===== src/rtl/eth_pkg.sv =====
// Shared Ethernet/ARP constants, resolver state encoding and byte-lane helpers.
// Latency: none (declarations and pure functions only).
// Backpressure: not applicable.
package eth_pkg;

    // XGMII control characters
    localparam logic [7:0] XGMII_START = 8'hFB;
    localparam logic [7:0] XGMII_TERM  = 8'hFD;
    localparam logic [7:0] XGMII_ERROR = 8'hFE;
    localparam logic [7:0] XGMII_IDLE  = 8'h07;

    // Ethernet / ARP header constants, as they appear on the wire (big-endian)
    localparam logic [15:0] ETH_TYPE_ARP     = 16'h0806;
    localparam logic [15:0] ARP_HTYPE_ETH    = 16'h0001;
    localparam logic [15:0] ARP_PTYPE_IPV4   = 16'h0800;
    localparam logic [7:0]  ARP_HLEN         = 8'h06;
    localparam logic [7:0]  ARP_PLEN         = 8'h04;
    localparam logic [15:0] ARP_OPER_REQUEST = 16'h0001;
    localparam logic [15:0] ARP_OPER_REPLY   = 16'h0002;

    typedef enum logic [2:0] {
        ST_IDLE     = 3'd0,
        ST_REQ      = 3'd1,
        ST_WAIT     = 3'd2,
        ST_RESOLVED = 3'd3,
        ST_FAIL     = 3'd4
    } arp_state_t;

    // Lane 0 carries the first wire byte, so a big-endian field lands byte-reversed in rxd.
    function automatic logic [15:0] swap16(input logic [15:0] v);
        return {v[7:0], v[15:8]};
    endfunction

    function automatic logic [31:0] swap32(input logic [31:0] v);
        return {v[7:0], v[15:8], v[23:16], v[31:24]};
    endfunction

    function automatic logic [47:0] mac_lanes(input logic [47:0] m);
        return {m[7:0], m[15:8], m[23:16], m[31:24], m[39:32], m[47:40]};
    endfunction

endpackage


===== src/rtl/arp_resolver_if.sv =====
// Bundle of RX data, configuration and resolver status between the resolver and its user.
// Latency: none (wires only).
// Backpressure: none; all signals are level or single-cycle pulses.
interface arp_resolver_if;
    logic [63:0] xgmii_rxd;
    logic [7:0]  xgmii_rxc;
    logic        req_arp;
    logic [47:0] own_mac;
    logic [31:0] own_ip;
    logic [31:0] gw_ip;
    logic        arp_req;
    logic [47:0] dst_mac;
    logic        dst_mac_valid;
    logic        arp_busy;
    logic        arp_fail;
    logic [15:0] reply_count;

    modport master (
        output xgmii_rxd, xgmii_rxc, req_arp, own_mac, own_ip, gw_ip,
        input  arp_req, dst_mac, dst_mac_valid, arp_busy, arp_fail, reply_count
    );

    modport slave (
        input  xgmii_rxd, xgmii_rxc, req_arp, own_mac, own_ip, gw_ip,
        output arp_req, dst_mac, dst_mac_valid, arp_busy, arp_fail, reply_count
    );
endinterface


===== src/rtl/arp_reply_parser.sv =====
// Checks XGMII frames word by word for an ARP reply from gw_ip to own_ip; captures SHA.
// Latency: reply_ok is combinational on the FD word; sha is registered from words 3/4.
// Backpressure: none; follows the RX stream every cycle.
module arp_reply_parser
    import eth_pkg::*;
(
    input  logic        sys_clk,
    input  logic        sys_rst,
    input  logic [63:0] xgmii_rxd,
    input  logic [7:0]  xgmii_rxc,
    input  logic [47:0] own_mac,
    input  logic [31:0] own_ip,
    input  logic [31:0] gw_ip,
    output logic        reply_ok,
    output logic [47:0] sha
);
    logic        r_active;
    logic        r_rej;
    logic [2:0]  r_idx;
    logic [47:0] r_sha;
    logic        w_start;
    logic        w_term;
    logic        w_err;
    logic        w_fail;

    assign w_start = (xgmii_rxc == 8'h01) && (xgmii_rxd[7:0] == XGMII_START);

    // Find terminate and error control characters anywhere in the word
    always_comb begin
        w_term = 1'b0;
        w_err  = 1'b0;
        for (int k = 0; k < 8; k++) begin
            if (xgmii_rxc[k] && (xgmii_rxd[8*k +: 8] == XGMII_TERM))  w_term = 1'b1;
            if (xgmii_rxc[k] && (xgmii_rxd[8*k +: 8] == XGMII_ERROR)) w_err  = 1'b1;
        end
    end

    // Per-word header checks; control bytes before the TPA tail spoil the frame
    always_comb begin
        w_fail = 1'b0;
        if ((r_idx < 3'd6) && (xgmii_rxc != 8'h00)) w_fail = 1'b1;
        case (r_idx)
            3'd1: if ((xgmii_rxd[47:0] != mac_lanes(own_mac)) &&
                      (xgmii_rxd[47:0] != 48'hFFFF_FFFF_FFFF)) w_fail = 1'b1;
            3'd2: if ((xgmii_rxd[47:32] != swap16(ETH_TYPE_ARP)) ||
                      (xgmii_rxd[63:48] != swap16(ARP_HTYPE_ETH))) w_fail = 1'b1;
            3'd3: if ((xgmii_rxd[15:0]  != swap16(ARP_PTYPE_IPV4)) ||
                      (xgmii_rxd[23:16] != ARP_HLEN) ||
                      (xgmii_rxd[31:24] != ARP_PLEN) ||
                      (xgmii_rxd[47:32] != swap16(ARP_OPER_REPLY))) w_fail = 1'b1;
            3'd4: if (xgmii_rxd[63:32] != swap32(gw_ip)) w_fail = 1'b1;
            3'd5: if (xgmii_rxd[63:48] != swap16(own_ip[31:16])) w_fail = 1'b1;
            3'd6: if ((xgmii_rxc[1:0] != 2'b00) ||
                      (xgmii_rxd[15:0] != swap16(own_ip[15:0]))) w_fail = 1'b1;
            default: ;
        endcase
    end

    // Frame tracking: FB restarts at word 1 next cycle, index saturates at 7, FD closes the frame
    always_ff @(posedge sys_clk or posedge sys_rst) begin
        if (sys_rst) begin
            r_active <= 1'b0;
            r_rej    <= 1'b0;
            r_idx    <= 3'd0;
            r_sha    <= 48'h0;
        end else if (w_start) begin
            r_active <= 1'b1;
            r_rej    <= 1'b0;
            r_idx    <= 3'd1;
        end else if (r_active) begin
            r_rej <= r_rej | w_fail | w_err;
            if (w_term)          r_active <= 1'b0;
            if (r_idx != 3'd7)   r_idx <= r_idx + 3'd1;
            if (r_idx == 3'd3)   r_sha[47:32] <= swap16(xgmii_rxd[63:48]);
            if (r_idx == 3'd4)   r_sha[31:0]  <= swap32(xgmii_rxd[31:0]);
        end
    end

    assign reply_ok = r_active && !w_start && w_term && !r_rej && !w_fail && !w_err &&
                      (r_idx >= 3'd6);
    assign sha      = r_sha;

endmodule


===== src/rtl/arp_resolver.sv =====
// Resolves the gateway MAC: issues ARP requests with timeout/retry and latches the reply SHA.
// Latency: dst_mac_valid rises the cycle after the FD word of an accepted reply.
// Backpressure: none; arp_req is a single-cycle pulse the TX side must honour.
module arp_resolver
    import eth_pkg::*;
#(
    parameter int TIMEOUT_CYCLES = 156250000,
    parameter int MAX_RETRY      = 3
)
(
    input  logic           sys_clk,
    input  logic           sys_rst,
    arp_resolver_if.slave  bus
);
    localparam int TW = (TIMEOUT_CYCLES > 2) ? $clog2(TIMEOUT_CYCLES) : 1;
    localparam int AW = $clog2(MAX_RETRY + 1);
    localparam logic [TW-1:0] TIMER_LOAD = TW'(TIMEOUT_CYCLES - 1);
    localparam logic [AW-1:0] ATT_MAX    = AW'(MAX_RETRY);

    arp_state_t   r_state;
    arp_state_t   w_next;
    logic [TW-1:0] r_timer;
    logic [AW-1:0] r_att;
    logic [47:0]  r_dst_mac;
    logic         r_dst_vld;
    logic [15:0]  r_reply_cnt;
    logic         w_reply_ok;
    logic [47:0]  w_sha;
    logic         w_load;
    logic         w_resolve;

    arp_reply_parser u_parser (
        .sys_clk   (sys_clk),
        .sys_rst   (sys_rst),
        .xgmii_rxd (bus.xgmii_rxd),
        .xgmii_rxc (bus.xgmii_rxc),
        .own_mac   (bus.own_mac),
        .own_ip    (bus.own_ip),
        .gw_ip     (bus.gw_ip),
        .reply_ok  (w_reply_ok),
        .sha       (w_sha)
    );

    // State register
    always_ff @(posedge sys_clk or posedge sys_rst) begin
        if (sys_rst) r_state <= ST_IDLE;
        else         r_state <= w_next;
    end

    // Next state; dropping req_arp always returns to IDLE, a reply beats a same-cycle timeout
    always_comb begin
        w_next    = r_state;
        w_load    = 1'b0;
        w_resolve = 1'b0;
        if (!bus.req_arp) begin
            w_next = ST_IDLE;
        end else begin
            case (r_state)
                ST_IDLE: w_next = ST_REQ;
                ST_REQ: begin
                    w_load = 1'b1;
                    w_next = ST_WAIT;
                end
                ST_WAIT: begin
                    if (w_reply_ok) begin
                        w_resolve = 1'b1;
                        w_next    = ST_RESOLVED;
                    end else if (r_timer == '0) begin
                        w_next = (r_att >= ATT_MAX) ? ST_FAIL : ST_REQ;
                    end
                end
                default: ;
            endcase
        end
    end

    // Timer, attempt count, resolved address and reply counter
    always_ff @(posedge sys_clk or posedge sys_rst) begin
        if (sys_rst) begin
            r_timer     <= '0;
            r_att       <= '0;
            r_dst_mac   <= 48'hFFFF_FFFF_FFFF;
            r_dst_vld   <= 1'b0;
            r_reply_cnt <= 16'h0;
        end else begin
            if (w_load)                                   r_timer <= TIMER_LOAD;
            else if (r_state == ST_WAIT && r_timer != '0) r_timer <= r_timer - TW'(1);

            if (w_next == ST_IDLE) r_att <= '0;
            else if (w_load)       r_att <= r_att + AW'(1);

            if (w_resolve) begin
                r_dst_mac <= w_sha;
                r_dst_vld <= 1'b1;
            end

            if (w_reply_ok && (r_reply_cnt != 16'hFFFF)) r_reply_cnt <= r_reply_cnt + 16'd1;
        end
    end

    assign bus.arp_req       = (r_state == ST_REQ);
    assign bus.arp_busy      = (r_state == ST_REQ) || (r_state == ST_WAIT);
    assign bus.arp_fail      = (r_state == ST_FAIL);
    assign bus.dst_mac       = r_dst_mac;
    assign bus.dst_mac_valid = r_dst_vld;
    assign bus.reply_count   = r_reply_cnt;

endmodule


===== src/flat_wrapper.sv =====
// flat-port wrapper written by rule: the top's interface ports become plain ports
module arp_resolver_flat import eth_pkg::*;
#(
    parameter int TIMEOUT_CYCLES = 156250000,
    parameter int MAX_RETRY      = 3
)
  (sys_clk, sys_rst, bus_xgmii_rxd, bus_xgmii_rxc, bus_req_arp, bus_own_mac, bus_own_ip, bus_gw_ip, bus_arp_req, bus_dst_mac, bus_dst_mac_valid, bus_arp_busy, bus_arp_fail, bus_reply_count);
  arp_resolver_if bus_i ();
  input  logic sys_clk;
  input  logic sys_rst;
  input wire logic [$bits(bus_i.xgmii_rxd)-1:0] bus_xgmii_rxd;
  input wire logic [$bits(bus_i.xgmii_rxc)-1:0] bus_xgmii_rxc;
  input wire logic [$bits(bus_i.req_arp)-1:0] bus_req_arp;
  input wire logic [$bits(bus_i.own_mac)-1:0] bus_own_mac;
  input wire logic [$bits(bus_i.own_ip)-1:0] bus_own_ip;
  input wire logic [$bits(bus_i.gw_ip)-1:0] bus_gw_ip;
  output wire logic [$bits(bus_i.arp_req)-1:0] bus_arp_req;
  output wire logic [$bits(bus_i.dst_mac)-1:0] bus_dst_mac;
  output wire logic [$bits(bus_i.dst_mac_valid)-1:0] bus_dst_mac_valid;
  output wire logic [$bits(bus_i.arp_busy)-1:0] bus_arp_busy;
  output wire logic [$bits(bus_i.arp_fail)-1:0] bus_arp_fail;
  output wire logic [$bits(bus_i.reply_count)-1:0] bus_reply_count;
  assign bus_i.xgmii_rxd = bus_xgmii_rxd;
  assign bus_i.xgmii_rxc = bus_xgmii_rxc;
  assign bus_i.req_arp = bus_req_arp;
  assign bus_i.own_mac = bus_own_mac;
  assign bus_i.own_ip = bus_own_ip;
  assign bus_i.gw_ip = bus_gw_ip;
  assign bus_arp_req = bus_i.arp_req;
  assign bus_dst_mac = bus_i.dst_mac;
  assign bus_dst_mac_valid = bus_i.dst_mac_valid;
  assign bus_arp_busy = bus_i.arp_busy;
  assign bus_arp_fail = bus_i.arp_fail;
  assign bus_reply_count = bus_i.reply_count;
  arp_resolver #(.TIMEOUT_CYCLES(TIMEOUT_CYCLES), .MAX_RETRY(MAX_RETRY)) u_core (.sys_clk(sys_clk), .sys_rst(sys_rst), .bus(bus_i));
endmodule

===== config.mk =====
export PLATFORM = sky130hd
export DESIGN_NAME = arp_resolver_flat
export DESIGN_NICKNAME = d
export VERILOG_FILES = /design/src/rtl/eth_pkg.sv /design/src/rtl/arp_resolver_if.sv /design/src/rtl/arp_reply_parser.sv /design/src/rtl/arp_resolver.sv /design/src/flat_wrapper.sv
export SDC_FILE = /design/constraint.sdc
export NUM_CORES = 1
export LEC_CHECK = 0
export ABC_AREA = 1
export CAP_MARGIN = 20
export CORE_ASPECT_RATIO = 1.2
export CORE_MARGIN = 1.5
export CORE_UTILIZATION = 45
export CTS_CLUSTER_SIZE = 16
export DETAILED_ROUTE_END_ITERATION = 8
export PLACE_DENSITY = 0.75
export SETUP_SLACK_MARGIN = 0.4
export SKIP_LAST_GASP = 1
export SLEW_MARGIN = 20
export SYNTH_ARGS = -nofsm -noshare
export SYNTH_HDL_FRONTEND = slang
export SYNTH_SLANG_ARGS = --single-unit
export TNS_END_PERCENT = 5

===== constraint.sdc =====
create_clock -name sys_clk -period 15.7 [get_ports sys_clk]
set_clock_uncertainty 0.2 [all_clocks]
set_input_delay 3.14 -clock sys_clk [delete_from_list [all_inputs] [get_ports sys_clk]]
set_output_delay 3.14 -clock sys_clk [all_outputs]
set_load 0.05 [all_outputs]

# After elaboration in Yosys (flattened, before gate mapping)
# Index checks and enable logic that the tools add are counted.
# op_classes
n_addsub,4
magnitude_cmp,3
eq_ne,40
mux,46
n_bitwise,3
reduce_logical,50
# ops
op,count
"8-bit equality test, second input constant",17
28-bit 2-to-1 mux,2
48-bit != test,1
"48-bit != test, second input constant",1
1-bit 2-to-1 mux,33
16-bit != test,2
32-bit != test,1
28-bit logical NOT,1
28-bit nonzero test,1
"28-bit by 1-bit subtractor with 28-bit output, second input constant",1
1-bit logical AND,27
3-bit 2-to-1 mux,7
"16-bit by 1-bit adder with 16-bit output, second input constant",1
"16-bit by 10-bit != test with 1-bit output, second input constant",1
"16-bit by 11-bit != test with 1-bit output, second input constant",1
"16-bit != test, second input constant",1
"16-bit by 4-bit != test with 1-bit output, second input constant",1
"16-bit by 9-bit != test with 1-bit output, second input constant",1
"8-bit by 3-bit != test with 1-bit output, second input constant",2
"3-bit equality test, second input constant",4
2-bit nonzero test,5
"3-bit by 2-bit equality test with 1-bit output, second input constant",3
3-bit one-hot mux with 3 select lines,1
"8-bit by 1-bit equality test with 1-bit output, second input constant",1
17 further kinds,30
# totals
regBits,151
input_bits,187
elab_cells,157

# Depth between registers and ports, before layout
# depth
ltp_word,20
mapped_depth,19

# Modules after synthesis
# A second synthesis with hierarchy kept.
# unflattened
cells_unflattened,1244
hier_area_um2,9517.9
# modules_own_cells
mod,n_inst,cells_each,area_each_um2,seq_area_each_um2
arp_resolver,1,571,4999.8,2512.4
arp_reply_parser,1,673,4518.1,1326.3

# Least setup slack after synthesis
# OpenSTA, ideal clock, no wires.
# synth_timing
path_kind,register to output
startpoint,register u_core.r_state[0]
endpoint,output port bus_arp_busy
t_arrival_ps,2293
path_slack_ps,10067
stages_incl_launch_ff,5
n_path_buf,0
path_cell_list,dfrtp_1 -> inv_1 -> nor3_1 -> inv_1 -> nand2_1
# synth_via
elab_chain_cells,2
# synth_rtl
element,line_no,rtl
"start, declared",arp_resolver.sv:20,arp_state_t r_state;
"start signal, assigned",arp_resolver.sv:47,else r_state <= w_next;
3-bit by 1-bit equality test with 1-bit output,-,
named net bus_arp_req,flat_wrapper.sv:17,output wire logic [$bits(bus_i.arp_req)-1:0] bus_arp_req;
1-bit logical OR,arp_resolver.sv:102,assign bus.arp_busy = (r_state == ST_REQ) || (r_state == ST_WAIT);
"end, declared",flat_wrapper.sv:20,output wire logic [$bits(bus_i.arp_busy)-1:0] bus_arp_busy;
# The timed path passes the listed nets, and every way through them passes these cells.

# Worst setup path in the final report
# layout_timing
startpoint,register u_core.r_state[0]
endpoint,output port bus_arp_busy
# layout_via
elab_chain_cells,2
# layout_rtl
element,line_no
3-bit by 1-bit equality test with 1-bit output / 3-bit by 2-bit equality test with 1-bit output (equally long branches),arp_resolver.sv:102
1-bit logical OR (*),arp_resolver.sv:102
# Mark *: on every way between the ends. The rest lies on a longest branch, timed or not.

==> metrics.csv <==
metric,value,unit
ys_seq_area_share,41.2,%
core.rowCount,57,
final_core_util,62.6,%
clk_path_buf_depth,2,
grt_max_degree,98,
max_clock_freq,172,MHz
syn_nets,1498,
drtIter0Drc,605,
critPathRequiredTime,12360,ps
die_w,134,um
vias_per_cell,5.01,
post_cts_resized,0,
syn_area_per_cell,7.15,sq um
layout.nets,1748,
crit_fanout,5,
drt_wl_total,27.0,mm
cts_tree,yes,
worst_pin_slew,856,ps
setup-violations-final,0,
areaGrowthSynthToFinish,36.1,%
design_area,0.0127,sq mm
setup_tns,0,ps
cts_setup_buffers,0,
cts_root_buffer,clkbuf_16,
dieHeight,161,um
core,0.0203,sq mm
gp_congestion,0.966,
min_period_over_period,37.0,%
route.detailed.wl_per_inst,14.8,um
hpwlAfterDp,21.4,mm
path_clk_slew,60,ps
synthesis.instances,1302,
outcome,completed,
fillers,1841,
grt_pass1_vias,8870,
vias,9169,
diodes,0,
clk_latency,420,ps
slew_viol_final,0,
grt_use_total,25.6,%
layout-drive-gt1-share,7.41,%
layout_commonest_cell,nand2_1,
start_util,46.0,%
yosys.area.top_type,dfrtp_1,
p_leak,5.72,nW
cp-end-kind,primary output,
cts.sinks,151,
cp-startpoint,u_core.r_state[0]$_DFF_PP0_,
cp-start-kind,flop,
hold_path_startpoint,u_core.bus.dst_mac_valid$_DFFE_PP0P_,
fin_cells,1830,
maxCapViolations,0,
hold_ws,270,ps
arrival,2460,ps
io_pins,255,
drcViolationCount,0,
slew_headroom,42.8,%
synth-seq-cells,151,
synth_top_area_share,27.7,%
cts_max_level,4,
layout_min_cycle_time,5800,ps
setup_ws,9900,ps
placed_cell_area,0.0121,sq mm
p_per_area,94.1,mW/mm^2
dp_cells,1797,
grt_pass1_wl,43.8,mm
r2r_start,u_core.r_timer[0]$_DFFE_PP0P_,
seqCellArea,0.00384,sq mm
power,1.19,mW
drt-pass1-iter-count,7,
portBuffers,254,
critical_path_class,flop to primary output,
drtAntennaViolNets,0,
holdBufCountCts,0,
rsz0062_at_grt,false,
synth_area_leaders,"dfrtp_1 (28%), nand2_1 (14%), dfstp_2 (14%), inv_1 (8.4%), xnor2_1 (5.8%)",
netlist_area,0.00931,sq mm
hold_violations,0,
pre_cts_ws,9020,ps
irDropWorstVdd,0.0000759,V
final_cell_mix,"nand2_1 (338), clkdlybuf4s50_1 (254), inv_1 (208)",
holdCritPathClass,flop to flop,
antenna_found_initial,0,
synth_cell_types,37,
grt_overflow_total,0,
multi_input_area,0.00454,sq mm
dieArea,0.0216,sq mm
yosysWarningCount,0,
cts_buffers,17,
==> worst max-delay path: stages, from the launching register on <==
cell             delay (ps)
dfrtp_1                 410
inv_1                    90
nor3_1                  470
inv_1                   150
nand2_1                 120
clkdlybuf4s50_1         800
==> cells in the mapped netlist, drive strengths merged <==
library cell	instances
dfrtp	103
buf	13
o22ai	1
nor3	34
a21oi	30
o2111a	1
xor2	24
nand3	64
or2	8
clkinv	1
a2111oi	2
nand4	40
ha	9
inv	217
o21ai	132
nand2	339
dfstp	48
xnor2	62
nor4	10
nand3b	4
nor2	140
a21o	1
o31ai	2
and3	1
clkbuf	12
nor3b	4
==> worst paths after layout <==
path | endpoint | slack [ps] | depth (start not counted)
setup / recovery | bus_arp_busy | 9900 | 5
hold / removal | u_core.bus.dst_mac_valid$_DFFE_PP0P_ | 270 | 2
setup reg to reg | u_core.r_timer[22]$_DFFE_PP0P_ | 12980 | 14
hold reg to reg | u_core.bus.dst_mac_valid$_DFFE_PP0P_ | 270 | 2
max in group asynchronous | u_core.u_parser.sha[16]$_DFFE_PP0P_ | 10940 | 3
min in group asynchronous | u_core.u_parser.sha[28]$_DFFE_PP0P_ | 3050 | 2
==> metal layers <==
layer  GRT usage [%]  up-vias  share of wire [%]
met1            30.8     4210                 41
met3            5.27       36                6.5
li1                -     4609                  -
met2            46.4      314                 51
met5               0        -                  0
met4            6.45        0                1.6
==> power by group <==
group	internal (mW)	total [mW]	switching, mW
Clock	0.221	0.394	0.172
Combinational	0.128	0.302	0.174
Sequential	0.458	0.497	0.0393
==> cells by family after synthesis <==
logic type,after synthesis,share of synthesized area (%)
and+or+nand+nor,644,29.9
buffers and inverters,243,10.2
AOI/OAI and AO/OA,169,9.36
DFF,151,41.2
xor gates and xnor gates,86,8.09
adders and majority gates,9,1.21
==> registers in the layout, summed over array words and instances, names as in the netlist <==
register / cells
u_core.r_timer: 28
u_core.u_parser.r_idx: 3
u_core.bus.reply_count: 16
u_core.r_att: 2
u_core.u_parser.r_active: 1
u_core.r_state: 3
u_core.bus.dst_mac_valid: 1
u_core.u_parser.sha: 48
u_core.bus.dst_mac: 48
u_core.u_parser.r_rej: 1
==> final cells by class <==
cell class                 count  area share (%)
clock inverter                15            1.14
inverter                     218            6.49
timing repair buffer         256            20.3
multi-input combinational    908            35.8
clock buffer                  17            3.36
tap                          265            2.62
sequential                   151            30.3
Note: power is estimated with default switching activity, not from simulation.
